==> src/rtl/sched_pkg.sv <==
// Shared constants, FSM encoding and helpers for the sender scheduler.
package sched_pkg;

    localparam int unsigned NUM_SRC  = 3;

    localparam int unsigned SRC_TIME = 0;
    localparam int unsigned SRC_SR04 = 1;
    localparam int unsigned SRC_DHT  = 2;

    localparam logic [1:0] MODE_WATCH = 2'd0;
    localparam logic [1:0] MODE_SW    = 2'd1;
    localparam logic [1:0] MODE_SR04  = 2'd2;
    localparam logic [1:0] MODE_DHT   = 2'd3;

    localparam logic [7:0] ASCII_LF = 8'h0A;

    typedef enum logic [1:0] {
        ST_IDLE      = 2'd0,
        ST_ARB       = 2'd1,
        ST_START     = 2'd2,
        ST_WAIT_DONE = 2'd3
    } sched_state_e;

    // Index of the set bit in a one-hot source vector (source 0 if none set).
    function automatic logic [1:0] onehot_to_idx(input logic [NUM_SRC-1:0] onehot);
        logic [1:0] idx;
        idx = 2'(SRC_TIME);
        if (onehot[SRC_SR04]) begin
            idx = 2'(SRC_SR04);
        end else if (onehot[SRC_DHT]) begin
            idx = 2'(SRC_DHT);
        end
        return idx;
    endfunction

endpackage

==> src/rtl/rr_arb3.sv <==
// Three-way round-robin arbiter: search starts at the source after last_grant.
module rr_arb3
    import sched_pkg::*;
(
    input  logic [NUM_SRC-1:0] pending,
    input  logic [1:0]         last_grant,
    output logic [NUM_SRC-1:0] grant_c
);

    // Rotate the priority order according to the previous winner.
    always_comb begin
        grant_c = '0;
        case (last_grant)
            2'd0: begin
                if (pending[SRC_SR04])      grant_c[SRC_SR04] = 1'b1;
                else if (pending[SRC_DHT])  grant_c[SRC_DHT]  = 1'b1;
                else if (pending[SRC_TIME]) grant_c[SRC_TIME] = 1'b1;
            end
            2'd1: begin
                if (pending[SRC_DHT])       grant_c[SRC_DHT]  = 1'b1;
                else if (pending[SRC_TIME]) grant_c[SRC_TIME] = 1'b1;
                else if (pending[SRC_SR04]) grant_c[SRC_SR04] = 1'b1;
            end
            default: begin
                if (pending[SRC_TIME])      grant_c[SRC_TIME] = 1'b1;
                else if (pending[SRC_SR04]) grant_c[SRC_SR04] = 1'b1;
                else if (pending[SRC_DHT])  grant_c[SRC_DHT]  = 1'b1;
            end
        endcase
    end

endmodule

==> src/rtl/sender_scheduler.sv <==
// Shares one ASCII line sender between time, SR04 and DHT11 report sources.
module sender_scheduler
    import sched_pkg::*;
#(
    parameter int unsigned CLK_HZ      = 100_000_000,
    parameter int unsigned PERIOD_MS   = 1000,
    parameter int unsigned TIMEOUT_CYC = 4096
) (
    input  logic                clk,
    input  logic                rst,
    input  logic [NUM_SRC-1:0]  i_req,
    input  logic                i_time_mode,
    input  logic [31:0]         i_time_data,
    input  logic [31:0]         i_sr04_data,
    input  logic [31:0]         i_dht_data,
    input  logic                i_auto_en,
    input  logic [NUM_SRC-1:0]  i_auto_mask,
    input  logic                i_tx_ready,
    input  logic                i_send_valid,
    input  logic [7:0]          i_send_data,
    output logic [1:0]          o_c_mode,
    output logic                o_start,
    output logic [31:0]         o_dec_data,
    output logic [NUM_SRC-1:0]  o_grant,
    output logic                o_busy,
    output logic                o_timeout
);

    localparam int unsigned PRE_DIV = (CLK_HZ / 1000 > 1) ? CLK_HZ / 1000 : 1;
    localparam int unsigned PRE_W   = (PRE_DIV > 1) ? $clog2(PRE_DIV) : 1;
    localparam int unsigned MS_W    = (PERIOD_MS > 1) ? $clog2(PERIOD_MS) : 1;
    localparam int unsigned TO_MAX  = (TIMEOUT_CYC > 1) ? TIMEOUT_CYC : 1;
    localparam int unsigned TO_W    = $clog2(TO_MAX + 1);

    logic [PRE_W-1:0]   pre_cnt;
    logic [MS_W-1:0]    ms_cnt;
    logic               pre_wrap_c;
    logic               ms_wrap_c;
    logic               tick_c;

    logic [NUM_SRC-1:0] pending;
    logic [NUM_SRC-1:0] set_c;
    logic [NUM_SRC-1:0] clr_c;
    logic [NUM_SRC-1:0] arb_grant_c;
    logic               eof_c;

    sched_state_e       state;
    sched_state_e       state_next;
    logic [1:0]         last_grant;
    logic [1:0]         last_grant_next;
    logic [TO_W-1:0]    to_cnt;
    logic [TO_W-1:0]    to_cnt_next;
    logic [1:0]         c_mode_next;
    logic               start_next;
    logic [31:0]        dec_data_next;
    logic [NUM_SRC-1:0] grant_next;
    logic               busy_next;
    logic               timeout_next;

    assign pre_wrap_c = (pre_cnt == PRE_W'(PRE_DIV - 1));
    assign ms_wrap_c  = (ms_cnt == MS_W'(PERIOD_MS - 1));
    assign tick_c     = (PERIOD_MS != 0) && i_auto_en && pre_wrap_c && ms_wrap_c;

    // Free-running ms prescaler and ms counter; the enable only gates the tick.
    always_ff @(posedge clk or negedge rst) begin
        if (!rst) begin
            pre_cnt <= '0;
            ms_cnt  <= '0;
        end else begin
            pre_cnt <= pre_wrap_c ? '0 : pre_cnt + PRE_W'(1);
            if (pre_wrap_c) begin
                ms_cnt <= ms_wrap_c ? '0 : ms_cnt + MS_W'(1);
            end
        end
    end

    assign set_c = i_req | (tick_c ? i_auto_mask : '0);

    // Pending requests; a new set beats the grant clear in the same cycle.
    always_ff @(posedge clk or negedge rst) begin
        if (!rst) begin
            pending <= '0;
        end else begin
            pending <= (pending & ~clr_c) | set_c;
        end
    end

    rr_arb3 u_arb (
        .pending    (pending),
        .last_grant (last_grant),
        .grant_c    (arb_grant_c)
    );

    assign eof_c = i_send_valid && (i_send_data == ASCII_LF);

    // Next-state and next-output logic; everything holds unless changed below.
    always_comb begin
        state_next      = state;
        last_grant_next = last_grant;
        to_cnt_next     = to_cnt;
        c_mode_next     = o_c_mode;
        start_next      = 1'b0;
        dec_data_next   = o_dec_data;
        grant_next      = o_grant;
        busy_next       = o_busy;
        timeout_next    = 1'b0;
        clr_c           = '0;
        case (state)
            ST_IDLE: begin
                if (pending != '0) begin
                    state_next = ST_ARB;
                    busy_next  = 1'b1;
                end
            end
            ST_ARB: begin
                clr_c       = arb_grant_c;
                grant_next  = arb_grant_c;
                to_cnt_next = '0;
                state_next  = ST_START;
                if (arb_grant_c[SRC_TIME]) begin
                    c_mode_next   = {1'b0, i_time_mode};
                    dec_data_next = i_time_data;
                end else if (arb_grant_c[SRC_SR04]) begin
                    c_mode_next   = MODE_SR04;
                    dec_data_next = i_sr04_data;
                end else if (arb_grant_c[SRC_DHT]) begin
                    c_mode_next   = MODE_DHT;
                    dec_data_next = i_dht_data;
                end
            end
            ST_START: begin
                if (i_tx_ready) begin
                    start_next = 1'b1;
                    state_next = ST_WAIT_DONE;
                end
            end
            ST_WAIT_DONE: begin
                if (eof_c) begin
                    state_next      = ST_IDLE;
                    grant_next      = '0;
                    busy_next       = 1'b0;
                    last_grant_next = onehot_to_idx(o_grant);
                end else if (i_tx_ready) begin
                    if (to_cnt == TO_W'(TO_MAX - 1)) begin
                        timeout_next    = 1'b1;
                        state_next      = ST_IDLE;
                        grant_next      = '0;
                        busy_next       = 1'b0;
                        last_grant_next = onehot_to_idx(o_grant);
                    end else begin
                        to_cnt_next = to_cnt + TO_W'(1);
                    end
                end
            end
            default: begin
                state_next = ST_IDLE;
            end
        endcase
    end

    // State and registered outputs.
    always_ff @(posedge clk or negedge rst) begin
        if (!rst) begin
            state      <= ST_IDLE;
            last_grant <= 2'(SRC_DHT);
            to_cnt     <= '0;
            o_c_mode   <= '0;
            o_start    <= 1'b0;
            o_dec_data <= '0;
            o_grant    <= '0;
            o_busy     <= 1'b0;
            o_timeout  <= 1'b0;
        end else begin
            state      <= state_next;
            last_grant <= last_grant_next;
            to_cnt     <= to_cnt_next;
            o_c_mode   <= c_mode_next;
            o_start    <= start_next;
            o_dec_data <= dec_data_next;
            o_grant    <= grant_next;
            o_busy     <= busy_next;
            o_timeout  <= timeout_next;
        end
    end

endmodule

==> config.mk <==
export PLATFORM = sky130hd
export DESIGN_NAME = sender_scheduler
export DESIGN_NICKNAME = d
export VERILOG_FILES = /design/src/rtl/sched_pkg.sv /design/src/rtl/rr_arb3.sv /design/src/rtl/sender_scheduler.sv
export SDC_FILE = /design/constraint.sdc
export NUM_CORES = 1
export LEC_CHECK = 0
export CAP_MARGIN = 30
export CORE_MARGIN = 10
export CORE_UTILIZATION = 65
export CTS_BUF_LIST = sky130_fd_sc_hd__clkbuf_4
export DETAILED_ROUTE_END_ITERATION = 6
export DONT_BUFFER_PORTS = 1
export PLACE_DENSITY = 0.8
export SLEW_MARGIN = 20
export SYNTH_ARGS = -nofsm -noshare
export SYNTH_HDL_FRONTEND = slang
export SYNTH_SLANG_ARGS = --single-unit
==> constraint.sdc <==
create_clock -name clk -period 2.1 [get_ports clk]
set_input_delay 0.42 -clock clk [delete_from_list [all_inputs] [get_ports clk]]
set_output_delay 0.42 -clock clk [all_outputs]
set_load 0.01 [all_outputs]
==> summary.md <==
| Metric | Value |
|---|---|
| Clk buf depth | 2 |
| TritonCTS buffer count | 9 |
| Async S/R FF share, synth | 100% |
| Routed WL | 11.9 mm |
| Avg Inst Size Synth | 9.68 um^2 |
| Tightest Hold Check Type | input pin to async pin |
| Cell Pwr Density | 1050 nW/um^2 |
| WHS | -0.337 ns |
| CTS HTree Levels | 3 |
| Syn nets | 598 |
| Final Slew Violations | 0 |
| # diodes | 0 |
| Share of cells above drive strength 1 | 9.43% |
| Post-route ant nets | 0 |
| DR pass1 iterations | 5 |
| Clock Latency Late Sink | 0.43 ns |
| CORE AREA | 6830 um^2 |
| Pre-CTS WS | -0.0119 ns |
| Post-synth EDFFs | 0 |
| Switching fraction of total power | 40.3% |
| First-pass GRT wire length | 19.4 mm |
| RSZ-0062 raised after global routing | false |
| Critical path arrival | 2.29 ns |
| Io pins | 156 |
| Util after Layout | 71.9% |
| Drc violations | 0 |
| Crit share post-route | 94.1% |
| Initial Util | 67.3% |
| Max cap viols | 0 |
| Mapped Area | 4600 um^2 |
| Slew @ Worst Pin | 0.594 ns |
| Gr ovfl total | 0 |
| CP Capture Type | register |
| Dpl cell area | 4790 um^2 |
| Vias in the first global route | 3,630 |
| Register area share after synthesis | 47.4% |
| Clk sinks | 87 |
| Seq pwr share | 50.2% |
| CTS tree | done |
| Critical Path Start Type | register |
| Fmax | 506 MHz |
| Final HPWL DP | 9.07 mm |
| Worst vdd ir | 539 uV |
| Antenna violations before repair | 0 |
| Die H | 104 um |
| Width of the die | 104 um |
| Vias/cell | 6.30 |
| Die area | 10,800 um^2 |
| Final Power | 5.16 mW |
| CP required | 2.42 ns |
| Switching pwr | 2.08 mW |
| #FFs+latches synth | 87 |
| Area Growth Syn to Fin | 6.91% |
| Dominant synthesized flop cell | dfrtp_1 |
| Initial DRC Count | 165 |
| PortBufs | 0 |
| Root Buffer | clkbuf_4 |
| Comb pwr share | 34.6% |
| Crit path max fanout | 5 |
| Endpoints failing setup | 0 |
| Row count | 30 |
| Final setup margin | 0.124 ns |
| Vias | 3,681 |
| Period minus WS final | 1.98 ns |
| Clock Skew | 0.0123 ns |
| Crit path kind | register to register |
| Syn. warnings | 0 |
| Outcome | complete, but fails checks |
| Routed wire per std cell | 20.4 um |
| Unique masters post-synth | 55 |
| Internal power | 3.08 mW |
| Worst-path clk slew | 0.13 ns |
| Mapped Cells | 475 |
| Gr usage total | 21.6% |
| RePlAce Congestion | 0.858 |
| Nets | 606 |
| Max-Slew Margin vs Limit | 60.3% |
| Failing checks | negative hold slack |
| Final instance area | 4910 um^2 |
| Leakage | 2.26 nW |
| R2R depth | 6 |
| Clk pwr share | 15.2% |
| Largest net degree at the start of global routing | 88 |
| Final hold viol count | 87 |
==> worst max-delay path: stages (launching register included) <==
cell and delay, ns:
dfrtp_1 0.40, ha_1 0.18, nand3_1 0.15, or4_1 0.61
nand2_2 0.14, nand2_2 0.08, mux2_1 0.31
==> layout make-up <==
cell class	count	area (um^2)
clock buffers	10	75.1
clock inverters	6	27.5
fillers	521	1920
inverters	11	41.3
multi-input cells	356	2300
flip-flops and latches	87	2180
well taps	96	120
repair buffers	18	173
==> layer usage <==
layer / vias to the layer above / GRT usage [%] / routed length [um]
met5: - / 0 / 0
met4: 0 / 7.26 / 176
met3: 17 / 5.45 / 839
met2: 130 / 37.1 / 6180
met1: 1805 / 25.8 / 4720
li1: 1729 / - / -
==> logic make-up after synthesis <==
kind of cell	after synthesis	share of synthesized area (%)
XOR/XNOR	23	4.38
AND/OR/NAND/NOR	208	22.8
adder cells (fa/ha/maj)	7	1.91
flip-flops	87	47.4
AO/OA/AOI/OAI	80	12.2
multiplexers	38	8.36
buffers and inverters	32	2.89
==> power groups by stage <==
stage	Combinational [mW]	Sequential, mW	Clock, mW
5_1_grt	2.01	2.63	0.890
6_report	1.79	2.59	0.785
2_1_floorplan	1.35	2.49	0
4_1_cts	1.79	2.60	0.815
3_5_place_dp	1.78	2.64	0
3_3_place_gp	1.71	2.62	0
==> registers in the layout (all words and copies together), names as in the netlist, 2 cells and up <==
name        count
to_cnt         13
pending         3
state           2
o_dec_data     32
pre_cnt        17
o_grant         3
o_c_mode        2
last_grant      2
ms_cnt         10
==> cells in the mapped netlist, types with 2 or more instances <==
library cell | n | area share [%]
xnor2_1 | 18 | 3.4
o2bb2ai_1 | 2 | 0.38
nand2b_1 | 3 | 0.41
nand3_1 | 15 | 1.6
or3_1 | 2 | 0.27
mux2i_1 | 35 | 7.6
inv_1 | 11 | 0.90
nor3_1 | 8 | 0.87
a21oi_1 | 11 | 1.2
xor2_1 | 5 | 0.95
nand3b_1 | 2 | 0.33
nor2_1 | 26 | 2.1
nor2b_1 | 6 | 0.82
nand4_1 | 9 | 1.2
clkbuf_1 | 13 | 1.1
o21ai_0 | 15 | 1.6
o22ai_1 | 3 | 0.41
o211ai_1 | 2 | 0.33
nor4_4 | 2 | 0.93
buf_1 | 3 | 0.24
buf_2 | 4 | 0.44
o31ai_1 | 3 | 0.49
o221ai_1 | 32 | 6.1
a31oi_1 | 2 | 0.27
nand2_1 | 105 | 8.6
o21ai_1 | 6 | 0.65
or4_1 | 2 | 0.33
dfrtp_1 | 86 | 47
ha_1 | 7 | 1.9
nor4_1 | 5 | 0.68
nor4b_1 | 3 | 0.57
nand2_2 | 3 | 0.41
and3_1 | 3 | 0.41
mux2_1 | 2 | 0.49
==> worst paths after layout <==
kind / start / end / slack [ns]
min: rst / o_dec_data[3]$_DFFE_PN0P_ / -0.34
max: to_cnt[0]$_DFFE_PN0P_ / last_grant[0]$_DFFE_PN0P_ / 0.12
min reg2reg: pre_cnt[0]$_DFF_PN0_ / pre_cnt[0]$_DFF_PN0_ / 0.50
max in group asynchronous: rst / last_grant[1]$_DFFE_PN1P_ / 2.22
min in group clk: i_req[0] / pending[0]$_DFF_PN0_ / 0.11
max reg2reg: to_cnt[0]$_DFFE_PN0P_ / last_grant[0]$_DFFE_PN0P_ / 0.12
==> per-stage QoR <==
stage,instances,setup TNS (ns)
final,584,0
after global routing,584,0
after CTS,581,0
after detailed placement,565,-0.0119
after global placement,565,0
after floorplan,475,0
==> repair_timing <==
| item | 4_1_cts | 5_1_grt |
|---|---|---|
| endpoints found under the hold margin | 87 | 87 |
| setup buffers | 0 | 3 |
| gates resized for setup | 0 | 0 |
| pin swaps | 1 | 2 |
| endpoints found under the setup margin | 1 | 6 |
==> cell usage in the layout, fill, tap and decap left out, drive strengths merged, types with 5 or more instances in the layout <==
cell	n
a21oi	11
o21ai	21
nor2b	6
xnor2	18
xor2	5
nor4	8
o221ai	32
ha	7
nand2	108
inv	11
clkbuf	10
mux2i	35
nand3	16
clkinv	5
nand4	10
nor2	27
nor3	8
dfrtp	86
buf	18
No activity file was read; power rests on OpenSTA's default activity.
